[config.mk]
export PLATFORM = sky130hd
export DESIGN_NAME = me_sad_search
export DESIGN_NICKNAME = d
export VERILOG_FILES = /design/src/rtl/me_pkg.sv /design/src/rtl/me_sad_lane.sv /design/src/rtl/me_sad_search.sv
export SDC_FILE = /design/constraint.sdc
export NUM_CORES = 2
export LEC_CHECK = 0
export CORE_MARGIN = 4
export CORE_UTILIZATION = 65
export CTS_CLUSTER_DIAMETER = 60
export DETAILED_ROUTE_END_ITERATION = 10
export PLACE_DENSITY = 0.85
export REMOVE_ABC_BUFFERS = 1
export SLEW_MARGIN = 20
export SYNTH_ARGS = -nofsm -noshare
export SYNTH_HDL_FRONTEND = slang
export SYNTH_SLANG_ARGS = --single-unit
[constraint.sdc]
create_clock -name clock -period 68.2 [get_ports clock]
set_clock_uncertainty 0.2 [all_clocks]
set_input_delay 13.64 -clock clock [delete_from_list [all_inputs] [get_ports clock]]
set_output_delay 13.64 -clock clock [all_outputs]
set_load 0.02 [all_outputs]
[src/rtl/me_pkg.sv]
`default_nettype none
// ============================================================================
//  Module   : me_pkg
//  Brief    : Shared FSM encoding, geometry helpers and constants for the
//             full-search SAD motion estimator.
//  Revision : 1.0 - initial parametrised release
// ============================================================================
package me_pkg;

    localparam logic [2:0] c_st_idle  = 3'd0;
    localparam logic [2:0] c_st_run   = 3'd1;
    localparam logic [2:0] c_st_drain = 3'd2;
    localparam logic [2:0] c_st_cmp   = 3'd3;
    localparam logic [2:0] c_st_done  = 3'd4;

    // Fill bit for a clamped (saturated) lane distortion.
    localparam logic c_sat_fill = 1'b1;

    function automatic int win_side(input int blk, input int range);
        return blk + 2 * range;
    endfunction

    function automatic int num_passes(input int range, input int npe);
        return (2 * range / npe) * 2 * range;
    endfunction

    function automatic int addr_w(input int n);
        return (n > 1) ? $clog2(n) : 1;
    endfunction

    function automatic int ref_aw(input int blk);
        return addr_w(blk * blk);
    endfunction

    function automatic int srch_aw(input int blk, input int range);
        return addr_w(win_side(blk, range) * win_side(blk, range));
    endfunction

endpackage
`default_nettype wire

[src/rtl/me_sad_lane.sv]
`default_nettype none
// ============================================================================
//  Module   : me_sad_lane
//  Brief    : One SAD lane: |ref - srch| at PIX_W+1 bits into a sticky
//             saturating accumulator that reloads on the first pixel of a pass.
//  Revision : 1.0 - initial parametrised release
// ============================================================================
module me_sad_lane
    import me_pkg::*;
#(
    parameter int PIX_W  = 8,
    parameter int DIST_W = 16
) (
    input  logic              clock,
    input  logic              reset,
    input  logic              i_valid,
    input  logic              i_first,
    input  logic [PIX_W-1:0]  i_ref,
    input  logic [PIX_W-1:0]  i_srch,
    output logic [DIST_W-1:0] o_dist
);

    logic [PIX_W:0]  w_a;
    logic [PIX_W:0]  w_b;
    logic [PIX_W:0]  w_diff;
    logic [DIST_W:0] w_ext;
    logic [DIST_W:0] w_base;
    logic [DIST_W:0] w_sum;

    assign w_a    = {1'b0, i_ref};
    assign w_b    = {1'b0, i_srch};
    assign w_diff = (w_a >= w_b) ? (w_a - w_b) : (w_b - w_a);
    assign w_ext  = (DIST_W+1)'(w_diff);
    assign w_base = i_first ? '0 : {1'b0, o_dist};
    assign w_sum  = w_base + w_ext;

    // A clamped lane stays clamped: any further non-zero term carries out again.
    always_ff @(posedge clock or posedge reset) begin
        if (reset) begin
            o_dist <= '0;
        end else if (i_valid) begin
            o_dist <= w_sum[DIST_W] ? {DIST_W{c_sat_fill}} : w_sum[DIST_W-1:0];
        end
    end

endmodule
`default_nettype wire

[src/rtl/me_sad_search.sv]
`default_nettype none
// ============================================================================
//  Module   : me_sad_search
//  Brief    : Full-search block matcher: NPE SAD lanes per pass, minimum SAD
//             and its motion vector reported with a start/busy/done handshake.
//  Revision : 1.0 - initial parametrised release
// ============================================================================
module me_sad_search
    import me_pkg::*;
#(
    parameter int PIX_W  = 8,
    parameter int BLK    = 16,
    parameter int RANGE  = 8,
    parameter int NPE    = 16,
    parameter int DIST_W = 16
) (
    input  logic                                clock,
    input  logic                                reset,
    input  logic                                start,
    output logic [ref_aw(BLK)-1:0]              ref_addr,
    input  logic [PIX_W-1:0]                    ref_data,
    output logic [srch_aw(BLK, RANGE)-1:0]      srch_addr,
    input  logic [NPE*PIX_W-1:0]                srch_data,
    output logic                                busy,
    output logic                                done,
    output logic [DIST_W-1:0]                   best_dist,
    output logic [$clog2(RANGE):0]              mv_x,
    output logic [$clog2(RANGE):0]              mv_y
);

    localparam int c_w     = win_side(BLK, RANGE);
    localparam int c_ra_w  = ref_aw(BLK);
    localparam int c_sa_w  = srch_aw(BLK, RANGE);
    localparam int c_ndx   = 2 * RANGE / NPE;
    localparam int c_pos_w = addr_w(BLK);
    localparam int c_dy_w  = addr_w(2 * RANGE);
    localparam int c_dx_w  = addr_w(c_ndx);
    localparam int c_idx_w = addr_w(NPE);
    localparam int c_mv_w  = $clog2(RANGE) + 1;

    localparam logic [c_pos_w-1:0] c_pos_last = c_pos_w'(BLK - 1);
    localparam logic [c_dy_w-1:0]  c_dy_last  = c_dy_w'(2 * RANGE - 1);
    localparam logic [c_dx_w-1:0]  c_dx_last  = c_dx_w'(c_ndx - 1);
    localparam logic [c_mv_w-1:0]  c_mv_min   = c_mv_w'(-RANGE);

    logic [2:0]         r_state;
    logic [c_pos_w-1:0] r_row;
    logic [c_pos_w-1:0] r_col;
    logic [c_dy_w-1:0]  r_dyi;   // dy + RANGE
    logic [c_dx_w-1:0]  r_dxi;   // (dx0 + RANGE) / NPE
    logic               r_drain;
    logic               r_v1;
    logic               r_first1;

    logic [DIST_W-1:0]  w_dist [NPE];
    logic [DIST_W-1:0]  w_best;
    logic [c_idx_w-1:0] w_idx;
    logic               w_upd;

    assign ref_addr  = c_ra_w'(32'(r_row) * BLK + 32'(r_col));
    assign srch_addr = c_sa_w'((32'(r_row) + 32'(r_dyi)) * c_w + 32'(r_col) + 32'(r_dxi) * NPE);

    generate
        for (genvar g = 0; g < NPE; g++) begin : g_lane
            me_sad_lane #(
                .PIX_W  (PIX_W),
                .DIST_W (DIST_W)
            ) u_lane (
                .clock   (clock),
                .reset   (reset),
                .i_valid (r_v1),
                .i_first (r_first1),
                .i_ref   (ref_data),
                .i_srch  (srch_data[g*PIX_W +: PIX_W]),
                .o_dist  (w_dist[g])
            );
        end
    endgenerate

    // Ascending lane scan with strict less-than keeps the earliest tie.
    always_comb begin
        w_best = best_dist;
        w_idx  = '0;
        w_upd  = 1'b0;
        for (int k = 0; k < NPE; k++) begin
            if (w_dist[k] < w_best) begin
                w_best = w_dist[k];
                w_idx  = c_idx_w'(k);
                w_upd  = 1'b1;
            end
        end
    end

    always_ff @(posedge clock or posedge reset) begin
        if (reset) begin
            r_state   <= c_st_idle;
            r_row     <= '0;
            r_col     <= '0;
            r_dyi     <= '0;
            r_dxi     <= '0;
            r_drain   <= 1'b0;
            r_v1      <= 1'b0;
            r_first1  <= 1'b0;
            busy      <= 1'b0;
            done      <= 1'b0;
            best_dist <= '1;
            mv_x      <= '0;
            mv_y      <= '0;
        end else begin
            // Data returns one cycle after its address, so qualifiers lag by one.
            r_v1     <= (r_state == c_st_run);
            r_first1 <= (r_state == c_st_run) && (r_row == '0) && (r_col == '0);
            done     <= 1'b0;
            case (r_state)
                c_st_idle: begin
                    if (start) begin
                        r_state   <= c_st_run;
                        busy      <= 1'b1;
                        best_dist <= '1;
                        mv_x      <= c_mv_min;
                        mv_y      <= c_mv_min;
                        r_row     <= '0;
                        r_col     <= '0;
                        r_dyi     <= '0;
                        r_dxi     <= '0;
                    end
                end
                c_st_run: begin
                    if (r_col == c_pos_last) begin
                        r_col <= '0;
                        if (r_row == c_pos_last) begin
                            r_row   <= '0;
                            r_drain <= 1'b0;
                            r_state <= c_st_drain;
                        end else begin
                            r_row <= r_row + c_pos_w'(1);
                        end
                    end else begin
                        r_col <= r_col + c_pos_w'(1);
                    end
                end
                c_st_drain: begin
                    r_drain <= 1'b1;
                    if (r_drain) begin
                        r_state <= c_st_cmp;
                    end
                end
                c_st_cmp: begin
                    if (w_upd) begin
                        best_dist <= w_best;
                        mv_x      <= c_mv_w'(32'(r_dxi) * NPE + 32'(w_idx) - RANGE);
                        mv_y      <= c_mv_w'(32'(r_dyi) - RANGE);
                    end
                    if ((r_dyi == c_dy_last) && (r_dxi == c_dx_last)) begin
                        r_state <= c_st_done;
                        busy    <= 1'b0;
                        done    <= 1'b1;
                        r_dyi   <= '0;
                        r_dxi   <= '0;
                    end else begin
                        r_state <= c_st_run;
                        if (r_dxi == c_dx_last) begin
                            r_dxi <= '0;
                            r_dyi <= r_dyi + c_dy_w'(1);
                        end else begin
                            r_dxi <= r_dxi + c_dx_w'(1);
                        end
                    end
                end
                c_st_done: begin
                    r_state <= c_st_idle;
                end
                default: begin
                    r_state <= c_st_idle;
                end
            endcase
        end
    end

endmodule
`default_nettype wire

==> impl_summary.log <==
INFO  metric status = finished, final reports clean
INFO  metric timing.hold.ws = 303 ps
INFO  metric drt_pass1_iterations = 8
INFO  metric grt_pass1_vias = 35049
INFO  metric period_minus_slack = 45110 ps
INFO  metric detail_route.drc_violations = 0
INFO  metric io_pins = 183
INFO  metric antenna_violating_nets_post_route = 0
INFO  metric max_cap_violations = 0
INFO  metric synth_warnings = 0
INFO  metric post_cts.repair.setup_buffers = 0
INFO  metric gr-usage-all-layers = 35.9%
INFO  metric critPathKind = reg -> reg
INFO  metric ctsResizeCount = 0
INFO  metric area.growth.synth_to_final = 9.46%
INFO  metric die_h = 255 um
INFO  metric timing.final.hold_violations = 0
INFO  metric ys_seq_area_share = 19.0%
INFO  metric list_of_most_frequent_post_synthesis_cells = ha_1 (623), inv_1 (583), a21oi_1 (556), nor2_1 (364), dfrtp_1 (284)
INFO  metric synth_seq_cells = 300
INFO  metric gpl.final_weighted_congestion = 1.04
INFO  metric asyncSetResetFlopFracSynth = 100%
INFO  metric filler_cell_count_in_the_final_layout = 4703
INFO  metric synth.avg_cell_area = 8.08 um^2
INFO  metric cts_max_level = 2
INFO  metric cts.sinks = 300
INFO  metric timing.critical_path.from_type = flip-flop
INFO  metric route.detailed.vias_per_inst = 6.33
INFO  metric drv_slew = 0
INFO  metric hpwlAfterDp = 92600 um
INFO  metric min-delay-path-class = reg -> reg
INFO  metric yosys.area.top_type = ha_1
INFO  metric nets_finish = 5840
INFO  metric die_area = 65000 um^2
INFO  metric post_synth_instance_area = 39700 um^2
INFO  metric finish.instance_area = 43400 um^2
INFO  metric grt_pass1_wl = 186000 um
INFO  metric wirelength = 121000 um
INFO  metric yosysTopAreaCellShare = 19.6%
INFO  metric core.rowCount = 90
INFO  metric grt_max_degree = 121
INFO  metric clk_path_buf_depth = 3
INFO  metric max_clock_freq = 0.0222 GHz
INFO  metric place_area = 42100 um^2
INFO  metric initial_standard_cell_utilization_of_the_core = 65.7%
INFO  metric globalRouteOverflowTotal = 0
INFO  metric totalNegativeSetupSlack = 0 ps
INFO  metric synthFlopType = dfrtp_1
INFO  metric cp_slowest_stage_delay = 870 ps
INFO  metric cts.root.buffer_cell = clkbuf_16
INFO  metric clock_input_transition_at_the_sequential_cells_of_the_worst_setup_and_hold_paths = 60 ps
INFO  metric timing_worst_slew_pin_value = 1110 ps
INFO  metric number_of_antenna_violations_at_the_first_check_in_global_routing = 3
INFO  metric die_width = 255 um
INFO  metric rsz_0062_raised_after_global_routing = no
INFO  metric crit_slowest_cell = o311a_1
INFO  metric crit_path_max_fanout = 35
INFO  metric cts_tree = yes
INFO  metric syn_inst = 4908
INFO  metric ratio_of_cells_with_drive_above_1_in_the_final_layout = 6.07%
INFO  metric timing.critical_path.required = 68450 ps
INFO  metric vias = 36936
INFO  metric synth.most_common_cell = ha_1
INFO  metric finalSetupViolations = 0
INFO  metric drt-initial-drc-count = 3539
INFO  metric timing.critical_path.arrival = 45360 ps
INFO  metric detail_route.wl_per_cell = 20.6 um
INFO  metric synth_edf_count = 0
INFO  metric max-slew-margin-rel = 25.9%
INFO  metric synth_cell_types = 108
INFO  metric coreArea = 60400 um^2
INFO  metric numCtsBuffers = 39
INFO  metric fraction_of_the_cycle_the_final_worst_path_needs = 66.1%
INFO  metric number_of_hold_buffers_added_after_cts = 0
INFO  metric synth_area_leaders = ha_1 (20%), dfrtp_1 (18%), a21oi_1 (7.0%)
INFO  metric clock_latency = 560 ps
INFO  metric buffer_ports.inserted = 181
INFO  metric critPathCaptureType = flip-flop
==> cell type report <==
class                           count  area (um^2)  share of cell area (%)
Antenna cell                        1         2.50                 0.00576
Tap cell                          782          978                    2.25
Clock buffer                       53         1090                    2.51
Timing Repair Buffer              236         2200                    5.06
Sequential cell                   300         7530                    17.4
Multi-Input combinational cell   3865        29200                    67.3
Inverter                          587         2210                    5.09
Clock inverter                     14          195                   0.450
==> cell usage in the layout (no fill, tap or decap), types with 11 or more instances in the layout <==
cell type,n
xor2_1,59
clkdlybuf4s50_1,173
o21a_1,38
o31ai_1,16
a221o_1,19
nand2_1,282
nor4_1,14
o21bai_1,128
nor2_1,363
o21ai_0,258
dfstp_2,16
mux2_2,95
a211oi_1,15
fa_1,49
a21oi_1,556
and2_1,20
nor3_1,45
nand2b_1,49
buf_4,54
clkbuf_16,41
a22oi_1,12
or3_1,11
nand3_1,61
mux2i_1,204
o22a_1,87
a221oi_1,21
and4_1,14
nor2b_1,199
dfrtp_1,282
a21o_1,151
maj3_1,14
a31oi_1,29
xnor2_1,148
ha_1,623
nand4_1,64
and3_1,29
inv_1,578
==> final timing paths <==
check | startpoint | endpoint | slack, ps | depth (start not counted)
worst max-delay path | best_dist[14] | mv_y[1] | 23090 | 203
worst min-delay path | g_lane[12].u_lane.o_dist[2] | g_lane[12].u_lane.o_dist[2] | 300 | 1
worst max register to register | best_dist[14] | mv_y[1] | 23090 | 203
worst min register to register | g_lane[12].u_lane.o_dist[2] | g_lane[12].u_lane.o_dist[2] | 300 | 1
max in group asynchronous | reset | g_lane[3].u_lane.o_dist[3] | 52850 | 3
min in group asynchronous | reset | g_lane[12].u_lane.o_dist[0] | 13430 | 2
==> through the flow <==
step,worst slack (ps),utilization [%],std cells
after floorplan,28300,-,4752
after global placement,25270,69.8,5770
after detailed placement,23670,69.8,5770
after CTS,23420,71.9,5837
after global routing,19040,71.9,5838
final,23090,71.9,5838
==> flip-flops by register name (all words and copies together) (netlist names) <==
register,cells
g_lane.u_lane.o_dist,256
best_dist,16
mv_x,4
mv_y,4
r_col,4
r_dyi,4
r_row,4
r_state,3
busy,1
done,1
r_drain,1
r_first1,1
r_v1,1
==> layer usage <==
layer / share of wire (%) / vias up / wire (um) / GRT usage [%]
li1: - / 17505 / - / -
met1: 41 / 17595 / 49300 / 46.5
met2: 46 / 1463 / 55100 / 58.8
met3: 7.5 / 371 / 9030 / 5.26
met4: 5.9 / 2 / 7070 / 18.1
met5: 0.011 / - / 13 / 0
==> worst max-delay path: cells and delay by family (launching register included) <==
| family | cells | cell delay (ps) |
|---|---|---|
| AOI/OAI and AO/OA | 87 | 20280 |
| and+or+nand+nor | 71 | 13730 |
| adders and majority gates | 16 | 4540 |
| muxes | 9 | 2990 |
| buffers and inverters | 20 | 2570 |
| DFF | 1 | 570 |
==> cells by family (layout without fill, tap and decap cells) <==
group / count (synthesis) / count (layout) / synth area share [%]
AO/OA/AOI/OAI: 1453 / 1453 / 23.3
AND/OR/NAND/NOR: 1202 / 1202 / 14.9
buffers and inverters: 743 / 890 / 7.42
adder cells (fa/ha/maj): 687 / 687 / 22.5
multiplexers: 315 / 315 / 8.36
flip-flops: 300 / 300 / 19.0
XOR/XNOR: 207 / 207 / 4.57
other: 1 / 2 / 0.00945
Power is not shown: default switching activity piles up to over one toggle a cycle in this logic, so the estimate is an artifact.
